## config.mk

```make
export PLATFORM = sky130hd
export DESIGN_NAME = axis_slave
export DESIGN_NICKNAME = d
export VERILOG_FILES = /design/src/rtl/axis_slave.sv
export SDC_FILE = /design/constraint.sdc
export NUM_CORES = 1
export LEC_CHECK = 0
export ABC_AREA = 1
export BUFFER_PORTS_ARGS = -buffer_cell sky130_fd_sc_hd__buf_4
export CORE_ASPECT_RATIO = 1.4
export CORE_MARGIN = 4
export CORE_UTILIZATION = 57
export DETAILED_ROUTE_END_ITERATION = 10
export PLACE_DENSITY_LB_ADDON = 0.3
export SLEW_MARGIN = 20
export SYNTH_ARGS = -nofsm -noshare
export SYNTH_HDL_FRONTEND = slang
export SYNTH_SLANG_ARGS = --single-unit
```

## constraint.sdc

```tcl
create_clock -name s_axis_aclk -period 2 [get_ports s_axis_aclk]
set_input_delay 0.6 -clock s_axis_aclk [delete_from_list [all_inputs] [get_ports s_axis_aclk]]
set_output_delay 0.6 -clock s_axis_aclk [all_outputs]
set_load 0.02 [all_outputs]
```

## src/rtl/axis_slave.sv

```systemverilog
// AXI-Stream sink: buffers {tlast,tdata} beats in a FIFO for a local consumer, tracks beat position and counts packets.
// Optional feature macro: AXIS_SLAVE_LEN_CHECK_EN enables packet length checking (len_err / err_count).
module axis_slave #(
   parameter int DATA_W  = 8,
   parameter int DEPTH   = 8,
   parameter int PKT_LEN = 4,
   parameter int CNT_W   = 16
) (
   input  logic                         s_axis_aclk,
   input  logic                         s_axis_arst,
   input  logic [DATA_W-1:0]            s_axis_tdata,
   input  logic                         s_axis_tvalid,
   input  logic                         s_axis_tlast,
   output logic                         s_axis_tready,
   output logic [DATA_W-1:0]            data_out,
   output logic                         data_last,
   output logic                         data_valid,
   input  logic                         data_ready,
   output logic [CNT_W-1:0]             pkt_count,
   output logic [$clog2(PKT_LEN+1)-1:0] beat_idx,
   output logic                         len_err,
   output logic [CNT_W-1:0]             err_count
);
   localparam int AW = $clog2(DEPTH);
   localparam int BW = $clog2(PKT_LEN+1);

   // Handshakes: a beat moves on s_axis_tvalid && s_axis_tready, a pop on data_valid && data_ready,
   // both sampled at the rising edge; neither valid ever depends on its ready.
   typedef enum logic {IDLE = 1'b0, RECV = 1'b1} state_t;
   state_t state, state_next;

   logic [DATA_W:0] mem [DEPTH];
   logic [AW:0]     wr_ptr, rd_ptr, wr_next, rd_next;
   logic            push, pop, empty, full_next;
   logic [DATA_W:0] head;
   logic [BW:0]     beat_plus;
   logic [BW-1:0]   beat_next;
   logic            pkt_inc;
`ifdef AXIS_SLAVE_LEN_CHECK_EN
   logic            err_set;
`endif

   assign push      = s_axis_tvalid && s_axis_tready;
   assign empty     = (wr_ptr == rd_ptr);
   assign pop       = !empty && data_ready;
   assign wr_next   = wr_ptr + (AW+1)'(push);
   assign rd_next   = rd_ptr + (AW+1)'(pop);
   assign full_next = (wr_next[AW] != rd_next[AW]) && (wr_next[AW-1:0] == rd_next[AW-1:0]);

   assign head       = mem[rd_ptr[AW-1:0]];
   assign data_valid = !empty;
   assign data_out   = empty ? '0 : head[DATA_W-1:0];
   assign data_last  = empty ? 1'b0 : head[DATA_W];

   always_ff @(posedge s_axis_aclk) begin
      if (push) mem[wr_ptr[AW-1:0]] <= {s_axis_tlast, s_axis_tdata};
   end

   // tready looks one edge ahead so it drops in the same cycle the FIFO fills.
   always_ff @(posedge s_axis_aclk or posedge s_axis_arst) begin
      if (s_axis_arst) begin
         wr_ptr        <= '0;
         rd_ptr        <= '0;
         s_axis_tready <= 1'b0;
      end else begin
         wr_ptr        <= wr_next;
         rd_ptr        <= rd_next;
         s_axis_tready <= !full_next;
      end
   end

   assign beat_plus = {1'b0, beat_idx} + (BW+1)'(1);

   always_comb begin
      state_next = state;
      beat_next  = beat_idx;
      pkt_inc    = 1'b0;
`ifdef AXIS_SLAVE_LEN_CHECK_EN
      err_set    = 1'b0;
      if (push) begin
         if (s_axis_tlast || beat_plus == (BW+1)'(PKT_LEN)) begin
            // Both a correct tlast and a wrong-length boundary close the packet.
            state_next = IDLE;
            beat_next  = '0;
            if (s_axis_tlast && beat_plus == (BW+1)'(PKT_LEN)) pkt_inc = 1'b1;
            else                                                err_set = 1'b1;
         end else begin
            state_next = RECV;
            beat_next  = beat_plus[BW-1:0];
         end
      end
`else
      if (push) begin
         if (s_axis_tlast) begin
            state_next = IDLE;
            beat_next  = '0;
            pkt_inc    = 1'b1;
         end else begin
            state_next = RECV;
            beat_next  = beat_plus[BW] ? '1 : beat_plus[BW-1:0];
         end
      end
`endif
   end

   always_ff @(posedge s_axis_aclk or posedge s_axis_arst) begin
      if (s_axis_arst) begin
         state     <= IDLE;
         beat_idx  <= '0;
         pkt_count <= '0;
      end else begin
         state     <= state_next;
         beat_idx  <= beat_next;
         pkt_count <= pkt_count + CNT_W'(pkt_inc);
      end
   end

`ifdef AXIS_SLAVE_LEN_CHECK_EN
   always_ff @(posedge s_axis_aclk or posedge s_axis_arst) begin
      if (s_axis_arst) begin
         len_err   <= 1'b0;
         err_count <= '0;
      end else begin
         len_err   <= err_set;
         err_count <= err_count + CNT_W'(err_set);
      end
   end
`else
   assign len_err   = 1'b0;
   assign err_count = '0;
`endif

endmodule

```

==> qor.csv <==
stage,metric,value,unit
run_status,failing checks,setup timing,
worst_setup_path,Critical Path Stages,7,
worst_setup_path,CP arrival,1.80,ns
place,routability cong.,0.788,
synth,Mapped Avg Cell Area,11.2,um^2
timing,"Worst Setup Slack, final",-0.404,ns
clock_tree,"CTS clk-pin slew, worst paths",0.09,ns
floorplan,Die Wd,81.8,um
run_status,status,finished with violations,
worst_setup_path,"slowest stage delay, CP",0.44,ns
worst_setup_path,cell family with most CP delay,buffers and inverters,
drt,1st-iter DRT viols,227,
synth,Synth top area share,0.497,
floorplan,io pins,60,
synth,"Seq/Total Area, Yosys",0.659,
cells_and_area,final core occ,0.726,
grt,gr ovfl total,0,
worst_setup_path,Worst Path Max Fanout,14,
worst_setup_path,Worst Reg-to-Reg Cells,15,
flow_run,max_cap viols,0,
worst_setup_path,slowest cell on the critical path,dfrtp_1,
cells_and_area,share of post-route cells with drive strength above 1,0.271,
floorplan,full die area,0.00911,mm^2
drt,Pre-Repair DR Iteration Count,4,
floorplan,core area,0.00741,mm^2
timing,Final setup viols,11,
synth,Gate Count Post-Synth,388,
drt,met2 WL,5.37,mm
worst_setup_path,crit path kind,register to output port,
clock_tree,H-tree Lvls,3,
worst_setup_path,Most Frequent Cell on Critical Path,nor2_1,
cells_and_area,ANT cells,0,
drt,routed length per instance,16.7,um
clock_tree,"Clk Latency, worst-skew pair",0.36,ns
synth,Synth cell types,27,
grt,initial antenna violation count,0,
timing,period utilization,1.20,
clock_tree,TritonCTS clock tree,done,
drt,drc violations,0,
place,worst slack at placement,-0.155,ns
drt,drt total wl,9.64,mm
clock_tree,CTS root buf,clkbuf_8,
drt,met1 wire length,3.50,mm
clock_tree,total CTS buffers,9,
worst_setup_path,worst path required time,1.40,ns
synth,leading area contributor after synthesis,edfxtp_1,
timing,fmax,416,MHz
worst_setup_path,crit path capture type,output port,
worst_setup_path,critical path startpoint category,register,
place,number of port buffers,42,
grt,largest net degree at the start of global routing,29,
floorplan,die height,111,um
drt,post-DR vias/cell,5.38,
floorplan,row cnt,37,
synth,ranking of synthesized cells by area,"edfxtp_1 (50%), dfrtp_1 (16%), nor2_1 (6.5%)",
clock_tree,CTS sink count,100,
grt,overall track demand over capacity in global routing,0.217,
timing,Final min period,2.40,ns
clock_tree,Clock Path Buffers,2,
drt,DRT antenna net count,0,
timing,Final Hold Viols,0,
clock_tree,Post-CTS Hold Buffers,0,
cells_and_area,Final nets,494,
place,DP Wirelength,6.30,mm
synth,Post-Syn Area,0.00435,mm^2
power,Pwr per Cell Area,1520,mW/mm^2
floorplan,Starting Density,0.587,
synth,#FFs+latches synth,100,
worst_setup_path,Buf/Inv on CP,3,
drt,Highest Signal Layer,met4,
cells_and_area,area grow syn2layout,23.6,%
drt,metal3 WL,571,um
synth,warnings from Yosys,0,
worst_setup_path,crit-path cells,buf_6 > buf_8 > o21ai_1 > o22ai_1 > nor2_1 > nor2_1 > buf_4,
timing,skew final,0.00766,ns
grt,first-pass GRT wire length,14.6,mm
timing,fin. max-slew vios,0,
power,P_leak,2.29,nW
hold_path,worst hold path type,primary input to asynchronous set/reset pin,
timing,RSZ-0062 raised after global routing,true,
power,VDD IR max,1.02,mV
grt,vias in the first global route,3060,
drt,Via Count,3103,
[per-stage QoR]
stage / cell area (um^2) / power (mW) / cells / hold WS (ns) / TNS (ns)
6_report: 5370 / 8.18 / 577 / 0.292 / -3.47
5_1_grt: 5370 / 8.66 / 577 / 0.314 / -4.34
3_5_place_dp: 4990 / 6.53 / 550 / 0.525 / -0.508
3_3_place_gp: 4990 / 6.42 / 550 / 0.500 / -0.0633
2_1_floorplan: 4410 / 4.99 / 404 / 0.513 / 0
4_1_cts: 5290 / 7.98 / 573 / 0.287 / -3.09
[synthesized netlist by cell type]
cell	count
buf_2	11
nor2_1	75
nor3_2	2
nand2_1	39
inv_2	4
nand2_4	1
ha_1	6
nor3_1	1
nand3_1	8
o21ai_1	20
clkbuf_1	2
nor2_2	2
buf_4	17
a21oi_1	3
nand2_2	1
nor2_4	2
xnor2_1	2
dfrtp_1	28
inv_1	24
o22ai_1	20
o21ai_0	26
edfxtp_1	72
nand3_2	1
o21bai_1	1
conb_1	1
nand4_1	3
xor2_1	16
[registers in the layout (all words and copies together) (netlist names)]
name and cells:
pkt_count 16, wr_ptr 4, mem 72, s_axis_tready 1
rd_ptr 4, beat_idx 3
[layout by cell type (no fill, tap or decap), drive strengths merged]
| master | synthesis | routed |
|---|---|---|
| o22ai | 20 | 20 |
| nor3 | 3 | 3 |
| o21ai | 46 | 46 |
| o21bai | 1 | 1 |
| xnor2 | 2 | 2 |
| inv | 28 | 28 |
| ha | 6 | 6 |
| nor2 | 79 | 79 |
| edfxtp | 72 | 72 |
| nand2 | 41 | 41 |
| xor2 | 16 | 16 |
| clkbuf | 2 | 15 |
| conb | 1 | 17 |
| clkinv | 0 | 1 |
| buf | 28 | 89 |
| a21oi | 3 | 3 |
| dfrtp | 28 | 28 |
| nand4 | 3 | 3 |
| bufinv | 0 | 1 |
| nand3 | 9 | 9 |
[final timing paths]
| check | slack (ns) | end | from |
|---|---|---|---|
| setup / recovery | -0.40 | data_last | rd_ptr[0] |
| min in group s_axis_aclk | 0.47 | mem[7][7] | s_axis_tdata[7] |
| setup reg to reg | -0.08 | s_axis_tready | rd_ptr[0] |
| hold / removal | 0.29 | pkt_count[8] | s_axis_arst |
| hold reg to reg | 0.53 | pkt_count[14] | pkt_count[14] |
| max in group asynchronous | 1.43 | rd_ptr[1] | s_axis_arst |
[tightest hold or removal path, delay by kind of cell]
family | cells | cell delay (ns)
buf+inv | 3 | 0.46
[per-layer routing]
metal  vias to the layer above  GRT usage
li1                       1459          -
met1                      1504      0.247
met2                       122      0.387
met3                        18     0.0455
met4                         0     0.0843
met5                         -          0
[cell families (layout without fill, tap and decap cells)]
logic type	count (synthesis)	count (layout)	share of synthesized area
flip-flops	100	100	0.659
XOR/XNOR	18	18	0.0363
other	1	17	0.000863
AO/OA/AOI/OAI	70	70	0.0869
adder cells (fa/ha/maj)	6	6	0.0173
AND/OR/NAND/NOR	135	135	0.132
buffers and inverters	58	134	0.0679
[repair_timing]
action | in CTS | in global routing
buffers inserted | 7 | 4
gates resized for setup | 16 | 18
gates cloned | 0 | 1
pin swaps | 4 | 9
hold endpoints to repair | 0 | 0
endpoints found under the setup margin | 11 | 12
[final cells by class]
type,count,area (um^2)
Clock buffer,14,143
Clock inverter,2,35.0
Inverter,28,110
Sequential cell,100,2870
Multi-Input combinational cell,246,1310
Tap cell,97,121
Fill cell,529,2030
Timing Repair Buffer,90,795
[power by group]
part	leakage [nW]	internal, mW	total [mW]	switching, mW
combinational	1.21	1.74	4.10	2.36
sequential	0.994	2.64	2.89	0.252
clock	0.0887	0.580	1.19	0.611
No activity file was read; power rests on OpenSTA's default activity.
